===== src/rtl/csi_rx_clk_supervisor_if.sv =====
`default_nettype none
// ============================================================================
// Module   : csi_rx_clk_supervisor_if
// Brief    : Control/status bundle between RX control logic and the clock
//            supervisor. Revision : 1.0 - initial release
// ============================================================================
interface csi_rx_clk_supervisor_if;
  logic        enable;
  logic        pll_lock;
  logic        phy_reset;
  logic        link_ready;
  logic        fault;
  logic        lock_lost;
  logic [3:0]  retry_count;
  logic [2:0]  state;
  logic [15:0] lock_loss_count;

  modport master (
    output enable, pll_lock,
    input  phy_reset, link_ready, fault, lock_lost, retry_count, state,
           lock_loss_count
  );

  modport slave (
    input  enable, pll_lock,
    output phy_reset, link_ready, fault, lock_lost, retry_count, state,
           lock_loss_count
  );
endinterface
`default_nettype wire


===== src/rtl/csi_rx_clk_supervisor.sv =====
`default_nettype none
// ============================================================================
// Module   : csi_rx_clk_supervisor
// Brief    : CSI-2 RX clock-lane MMCM bring-up/recovery sequencer; lock-loss
//            statistics built only with CSI_CLK_SUP_STATS_EN.
// Revision : 1.0 - initial release
// ============================================================================
module csi_rx_clk_supervisor #(
  parameter int RST_CYCLES     = 16,
  parameter int LOCK_TIMEOUT   = 4096,
  parameter int SETTLE_CYCLES  = 256,
  parameter int BACKOFF_CYCLES = 1024,
  parameter int MAX_RETRIES    = 7
) (
  input  wire                    clock,
  input  wire                    reset_n,
  csi_rx_clk_supervisor_if.slave bus
);

  localparam int c_max_ab  = (RST_CYCLES > LOCK_TIMEOUT) ? RST_CYCLES : LOCK_TIMEOUT;
  localparam int c_max_cd  = (SETTLE_CYCLES > BACKOFF_CYCLES) ? SETTLE_CYCLES : BACKOFF_CYCLES;
  localparam int c_cnt_top = (c_max_ab > c_max_cd) ? c_max_ab : c_max_cd;
  localparam int c_cnt_w   = $clog2(c_cnt_top + 1);

  typedef logic [c_cnt_w-1:0] cnt_t;

  localparam cnt_t       c_rst_last     = cnt_t'(RST_CYCLES - 1);
  localparam cnt_t       c_timeout_last = cnt_t'(LOCK_TIMEOUT - 1);
  localparam cnt_t       c_settle_last  = cnt_t'(SETTLE_CYCLES - 1);
  localparam cnt_t       c_backoff_last = cnt_t'(BACKOFF_CYCLES - 1);
  localparam logic [3:0] c_max_retries  = 4'(MAX_RETRIES);

  typedef enum logic [2:0] {
    ST_IDLE      = 3'd0,
    ST_RESET     = 3'd1,
    ST_WAIT_LOCK = 3'd2,
    ST_SETTLE    = 3'd3,
    ST_RUN       = 3'd4,
    ST_BACKOFF   = 3'd5,
    ST_FAULT     = 3'd6
  } state_t;

  state_t     r_state;
  cnt_t       r_count;
  logic       r_lock_meta;
  logic       r_lock_s;
  logic       r_phy_reset;
  logic       r_link_ready;
  logic       r_fault;
  logic       r_lock_lost;
  logic [3:0] r_retry_count;

  logic w_attempt_failed;
  logic w_lock_loss;

  // pll_lock comes from the MMCM domain; never look at it before two flops
  always_ff @(posedge clock or negedge reset_n) begin
    if (!reset_n) begin
      r_lock_meta <= 1'b0;
      r_lock_s    <= 1'b0;
    end else begin
      r_lock_meta <= bus.pll_lock;
      r_lock_s    <= r_lock_meta;
    end
  end

  assign w_attempt_failed = ((r_state == ST_WAIT_LOCK) && !r_lock_s && (r_count == c_timeout_last))
                         || ((r_state == ST_SETTLE) && !r_lock_s);
  assign w_lock_loss      = bus.enable && (r_state == ST_RUN) && !r_lock_s;

  always_ff @(posedge clock or negedge reset_n) begin
    if (!reset_n) begin
      r_state       <= ST_IDLE;
      r_count       <= '0;
      r_phy_reset   <= 1'b1;
      r_link_ready  <= 1'b0;
      r_fault       <= 1'b0;
      r_lock_lost   <= 1'b0;
      r_retry_count <= '0;
    end else begin
      r_lock_lost <= 1'b0;
      if (r_count != '1) r_count <= r_count + cnt_t'(1);

      if (!bus.enable) begin
        if (r_state != ST_IDLE) r_count <= '0;
        r_state       <= ST_IDLE;
        r_phy_reset   <= 1'b1;
        r_link_ready  <= 1'b0;
        r_fault       <= 1'b0;
        r_retry_count <= '0;
      end else if (w_attempt_failed) begin
        r_count     <= '0;
        r_phy_reset <= 1'b1;
        if (r_retry_count == c_max_retries) begin
          r_state <= ST_FAULT;
          r_fault <= 1'b1;
        end else begin
          r_state       <= ST_BACKOFF;
          r_retry_count <= r_retry_count + 4'd1;
        end
      end else begin
        case (r_state)
          ST_IDLE: begin
            r_retry_count <= '0;
            r_phy_reset   <= 1'b1;
            r_state       <= ST_RESET;
            r_count       <= '0;
          end
          ST_RESET: begin
            if (r_count == c_rst_last) begin
              r_state     <= ST_WAIT_LOCK;
              r_count     <= '0;
              r_phy_reset <= 1'b0;
            end
          end
          ST_WAIT_LOCK: begin
            if (r_lock_s) begin
              r_state <= ST_SETTLE;
              r_count <= '0;
            end
          end
          ST_SETTLE: begin
            if (r_count == c_settle_last) begin
              r_state       <= ST_RUN;
              r_count       <= '0;
              r_link_ready  <= 1'b1;
              r_retry_count <= '0;
            end
          end
          ST_RUN: begin
            // lock loss while running is a fresh start, not a failed attempt
            if (w_lock_loss) begin
              r_state      <= ST_RESET;
              r_count      <= '0;
              r_phy_reset  <= 1'b1;
              r_link_ready <= 1'b0;
              r_lock_lost  <= 1'b1;
            end
          end
          ST_BACKOFF: begin
            if (r_count == c_backoff_last) begin
              r_state <= ST_RESET;
              r_count <= '0;
            end
          end
          ST_FAULT: begin
            r_phy_reset  <= 1'b1;
            r_link_ready <= 1'b0;
          end
          default: begin
            r_state     <= ST_IDLE;
            r_count     <= '0;
            r_phy_reset <= 1'b1;
          end
        endcase
      end
    end
  end

`ifdef CSI_CLK_SUP_STATS_EN
  logic [15:0] r_lock_loss_count;

  always_ff @(posedge clock or negedge reset_n) begin
    if (!reset_n) begin
      r_lock_loss_count <= '0;
    end else if (w_lock_loss && (r_lock_loss_count != 16'hFFFF)) begin
      r_lock_loss_count <= r_lock_loss_count + 16'd1;
    end
  end

  assign bus.lock_loss_count = r_lock_loss_count;
`else
  assign bus.lock_loss_count = 16'd0;
`endif

  assign bus.phy_reset   = r_phy_reset;
  assign bus.link_ready  = r_link_ready;
  assign bus.fault       = r_fault;
  assign bus.lock_lost   = r_lock_lost;
  assign bus.retry_count = r_retry_count;
  assign bus.state       = r_state;

endmodule
`default_nettype wire

===== src/flat_wrapper.sv =====
// flat-port wrapper written by rule: the top's interface ports become plain ports
module csi_rx_clk_supervisor_flat 
#(
  parameter int RST_CYCLES     = 16,
  parameter int LOCK_TIMEOUT   = 4096,
  parameter int SETTLE_CYCLES  = 256,
  parameter int BACKOFF_CYCLES = 1024,
  parameter int MAX_RETRIES    = 7
)
  (clock, reset_n, bus_enable, bus_pll_lock, bus_phy_reset, bus_link_ready, bus_fault, bus_lock_lost, bus_retry_count, bus_state, bus_lock_loss_count);
  csi_rx_clk_supervisor_if bus_i ();
  input  wire clock;
  input  wire reset_n;
  input wire logic [$bits(bus_i.enable)-1:0] bus_enable;
  input wire logic [$bits(bus_i.pll_lock)-1:0] bus_pll_lock;
  output wire logic [$bits(bus_i.phy_reset)-1:0] bus_phy_reset;
  output wire logic [$bits(bus_i.link_ready)-1:0] bus_link_ready;
  output wire logic [$bits(bus_i.fault)-1:0] bus_fault;
  output wire logic [$bits(bus_i.lock_lost)-1:0] bus_lock_lost;
  output wire logic [$bits(bus_i.retry_count)-1:0] bus_retry_count;
  output wire logic [$bits(bus_i.state)-1:0] bus_state;
  output wire logic [$bits(bus_i.lock_loss_count)-1:0] bus_lock_loss_count;
  assign bus_i.enable = bus_enable;
  assign bus_i.pll_lock = bus_pll_lock;
  assign bus_phy_reset = bus_i.phy_reset;
  assign bus_link_ready = bus_i.link_ready;
  assign bus_fault = bus_i.fault;
  assign bus_lock_lost = bus_i.lock_lost;
  assign bus_retry_count = bus_i.retry_count;
  assign bus_state = bus_i.state;
  assign bus_lock_loss_count = bus_i.lock_loss_count;
  csi_rx_clk_supervisor #(.RST_CYCLES(RST_CYCLES), .LOCK_TIMEOUT(LOCK_TIMEOUT), .SETTLE_CYCLES(SETTLE_CYCLES), .BACKOFF_CYCLES(BACKOFF_CYCLES), .MAX_RETRIES(MAX_RETRIES)) u_core (.clock(clock), .reset_n(reset_n), .bus(bus_i));
endmodule

===== config.mk =====
export PLATFORM = sky130hd
export DESIGN_NAME = csi_rx_clk_supervisor_flat
export DESIGN_NICKNAME = d
export VERILOG_FILES = /design/src/rtl/csi_rx_clk_supervisor_if.sv /design/src/rtl/csi_rx_clk_supervisor.sv /design/src/flat_wrapper.sv
export SDC_FILE = /design/constraint.sdc
export NUM_CORES = 1
export LEC_CHECK = 0
export BUFFER_PORTS_ARGS = -buffer_cell sky130_fd_sc_hd__buf_2
export CORE_MARGIN = 2
export CORE_UTILIZATION = 49
export CTS_CLUSTER_DIAMETER = 200
export DETAILED_ROUTE_END_ITERATION = 7
export PLACE_DENSITY = 0.75
export SYNTH_ARGS = -nofsm -noshare
export SYNTH_HDL_FRONTEND = slang
export SYNTH_SLANG_ARGS = --single-unit

===== constraint.sdc =====
create_clock -name clock -period 1.95 [get_ports clock]
set_input_delay 0.585 -clock clock [delete_from_list [all_inputs] [get_ports clock]]
set_output_delay 0.585 -clock clock [all_outputs]
set_load 0.01 [all_outputs]

==> flow_metrics.py <==
metrics = {
    "clock_tree": {
        "insertion_delay_ns": 0.35,
        "hold_buffers": 0,
        "cts.path.max_buffers": 2,
        "cts_root_buf": "clkbuf_4",
        "clk_pin_slew_ns": 0.15,
        "htreeDepth": 1,
        "cts_made_buffers": 3,
        "cts_tree": "done",
        "clock-sinks": 26,
    },
    "sta": {
        "finClkSkew_ns": 0.008473,
        "timing.slew.headroom": 0.6098,
        "rsz0062_at_grt": "yes",
        "worstMarginPinSlew_ns": 0.5854,
        "layout_min_cycle_time_ns": 2.007,
        "fin_crit_sh": 1.029,
        "setup_viol": 4,
        "fin_ws_ns": -0.05698,
        "hold_viol": 0,
        "fmax_mhz": 498.3,
        "drv_slew": 0,
        "setup-tns-final_ns": -0.1901,
    },
    "pwr": {
        "p_leak_nw": 0.8942,
        "vdd_drop_max_uv": 545.8,
        "finalPower_w": 0.001635,
        "power.density_nw_per_um2": 833.3,
    },
    "synth": {
        "yosysSeqAreaShare": 0.4002,
        "synth_edf_count": 0,
        "synthFlopType": "dfrtp_1",
        "yosys.area.top_type": "dfrtp_1",
        "synth-seq-cells": 26,
        "syn_area_um2": 1629,
        "avgSynthCellArea_um2": 9.527,
        "yosysTopAreaCellShare": 0.3840,
        "synthArstFlopShare": 1.000,
        "ys_top_cells_by_area": "dfrtp_1, buf_4, a21oi_1, xnor2_1, xor2_1",
        "syn_inst": 171,
        "yosysWarnings": 0,
        "synth_cell_types": 56,
    },
    "status": {
        "run_status": "complete, but fails checks",
        "violations": "negative setup slack",
    },
    "cells_and_area": {
        "fin_area_um2": 1962,
        "drive_gt1_frac": 0.3073,
        "layout_commonest_cell": "dfrtp_1",
        "finalNetCount": 212,
        "final_cell_mix": "dfrtp_1, buf_4, a21oi_1",
        "syn_to_final_growth_pct": 20.43,
        "antenna_cells": 0,
        "final_util": 0.6323,
        "final_cells": 249,
        "nFillCells": 257,
    },
    "grt": {
        "grt_pass1_wl_um": 6141,
        "antenna_found_initial": 0,
        "grt_util_all_layers": 0.2190,
        "grt_max_degree": 27,
        "grt-ovfl-total": 0,
        "grt_pass1_vias": 1344,
    },
    "critical_path": {
        "endpoint_kind": "register",
        "reg2reg_from": "u_core.r_lock_s$_DFF_PN0_",
        "path_max_fanout": 7,
        "cp-start-kind": "register",
        "timing.rr.end": "u_core.bus.retry_count[2]$_DFFE_PN0P_",
        "arrival_ns": 2.26,
        "cp_data_required_time_ns": 2.20,
        "crit_type": "register to register",
        "r2r_setup_slack_ns": -0.06,
        "reg2regPathDepth": 5,
    },
    "die": {
        "core_um2": 3103,
        "die_area_um2": 3802,
        "dieWidth_um": 61.66,
        "ios": 31,
        "core.rowCount": 20,
        "die_y_um": 61.66,
        "initial_core_util": 0.5250,
    },
    "route": {
        "wl_met2_um": 1964,
        "wl_um": 3915,
        "dr_total_vias": 1450,
        "routedWlPerCell_um": 15.72,
        "postRouteAntennaNets": 0,
        "via_per_inst": 5.823,
        "m1WireLength_um": 1649,
        "drc_errors": 0,
        "top_layer": "met4",
        "wl_met3_um": 242,
        "drtPass1Iterations": 5,
        "drt_iter0_markers": 64,
    },
    "place": {
        "place_hpwl_um": 2729,
        "placed_cells": 244,
        "place_area_um2": 1849,
        "gp_congestion": 0.8970,
        "portBuffers": 14,
    },
    "flow_run": {
        "drv_cap": 0,
    },
    "hold_path": {
        "min_path_type": "primary input to asynchronous set/reset pin",
    },
}
==> critical path: stages (launching register included) <==
cell	delay, ns
dfrtp_1	0.43
or4b_4	0.54
nor4_4	0.32
or2_4	0.26
nand2b_4	0.07
a311oi_2	0.29
==> routing by layer <==
layer | GRT usage | vias up
met5 | 0 | -
met1 | 0.2946 | 710
met4 | 0.08511 | 0
li1 | - | 670
met3 | 0.03782 | 4
met2 | 0.3519 | 66
==> power breakdown <==
part | internal (W) | switching (W)
Sequential | 0.000587 | 0.0000394
Combinational | 0.000341 | 0.000374
Clock | 0.000115 | 0.000179
Total | 0.00104 | 0.000592
==> cell usage after synthesis (all sizes together), types with 4 or more instances <==
master	count
or4	4
xnor2	5
o21ai	4
xor2	5
nor3	4
a21oi	18
clkbuf	5
nand2b	4
nor4	4
nand2	9
dfrtp	25
nand3	4
buf	19
nand4	5
nor2	10
==> per-stage QoR <==
step	hold WS [ns]	setup WS, ns
after floorplan	0.2894	0.02749
after global placement	0.3360	0.0009074
after detailed placement	0.3588	-0.1005
after CTS	0.2379	-0.01521
after global routing	0.2630	-0.1079
final	0.2089	-0.05698
==> final cells by class <==
| type | count | area, um2 | share of cell area |
|---|---|---|---|
| Clock buffer | 4 | 36.28 | 0.01849 |
| Inverter | 3 | 11.26 | 0.005740 |
| Multi-Input combinational cell | 133 | 933.4 | 0.4758 |
| Sequential cell | 26 | 651.9 | 0.3323 |
| Tap cell | 44 | 55.05 | 0.02806 |
| Timing Repair Buffer | 39 | 274.0 | 0.1397 |
==> worst max-delay path by stage <==
stage                     cells after the start  slack, ns                                     to                       startpoint
after CTS                                     5      -0.02        u_core.bus.state[0]$_DFFE_PN0P_     u_core.r_count[12]$_DFF_PN0_
after floorplan                               5       0.03        u_core.bus.state[0]$_DFFE_PN0P_  u_core.bus.state[2]$_DFFE_PN0P_
final                                         5      -0.06  u_core.bus.retry_count[2]$_DFFE_PN0P_        u_core.r_lock_s$_DFF_PN0_
after global routing                          5      -0.11        u_core.bus.state[0]$_DFFE_PN0P_      u_core.r_count[7]$_DFF_PN0_
after detailed placement                      5      -0.10  u_core.bus.retry_count[2]$_DFFE_PN0P_  u_core.bus.state[2]$_DFFE_PN0P_
after global placement                        6     0.0009        u_core.bus.state[0]$_DFFE_PN0P_      u_core.r_count[0]$_DFF_PN0_
==> state kept, by name, indices dropped and copies added (netlist names) <==
name and count:
u_core.bus.fault 1, u_core.r_count 13, u_core.bus.phy_reset 1, u_core.r_lock_s 1, u_core.bus.lock_lost 1, u_core.bus.state 3
u_core.bus.retry_count 4, u_core.r_lock_meta 1, u_core.bus.link_ready 1
==> kinds of logic after synthesis <==
group           count (synthesis)  synth area share
mux                             4           0.02611
flops                          26            0.4002
other cells                     1          0.002302
compound gates                 41            0.1728
simple gates                   60            0.2251
xor+xnor                       10           0.05376
fa+ha+maj                       2           0.01536
buf+inv                        27            0.1045
==> what timing repair did <==
action | in CTS | in global routing
setup buffers | 1 | 0
setup endpoints to repair | 18 | 20
gates resized for setup | 5 | 8
pin swaps | 1 | 1
Power figures use the tool's default switching activity.
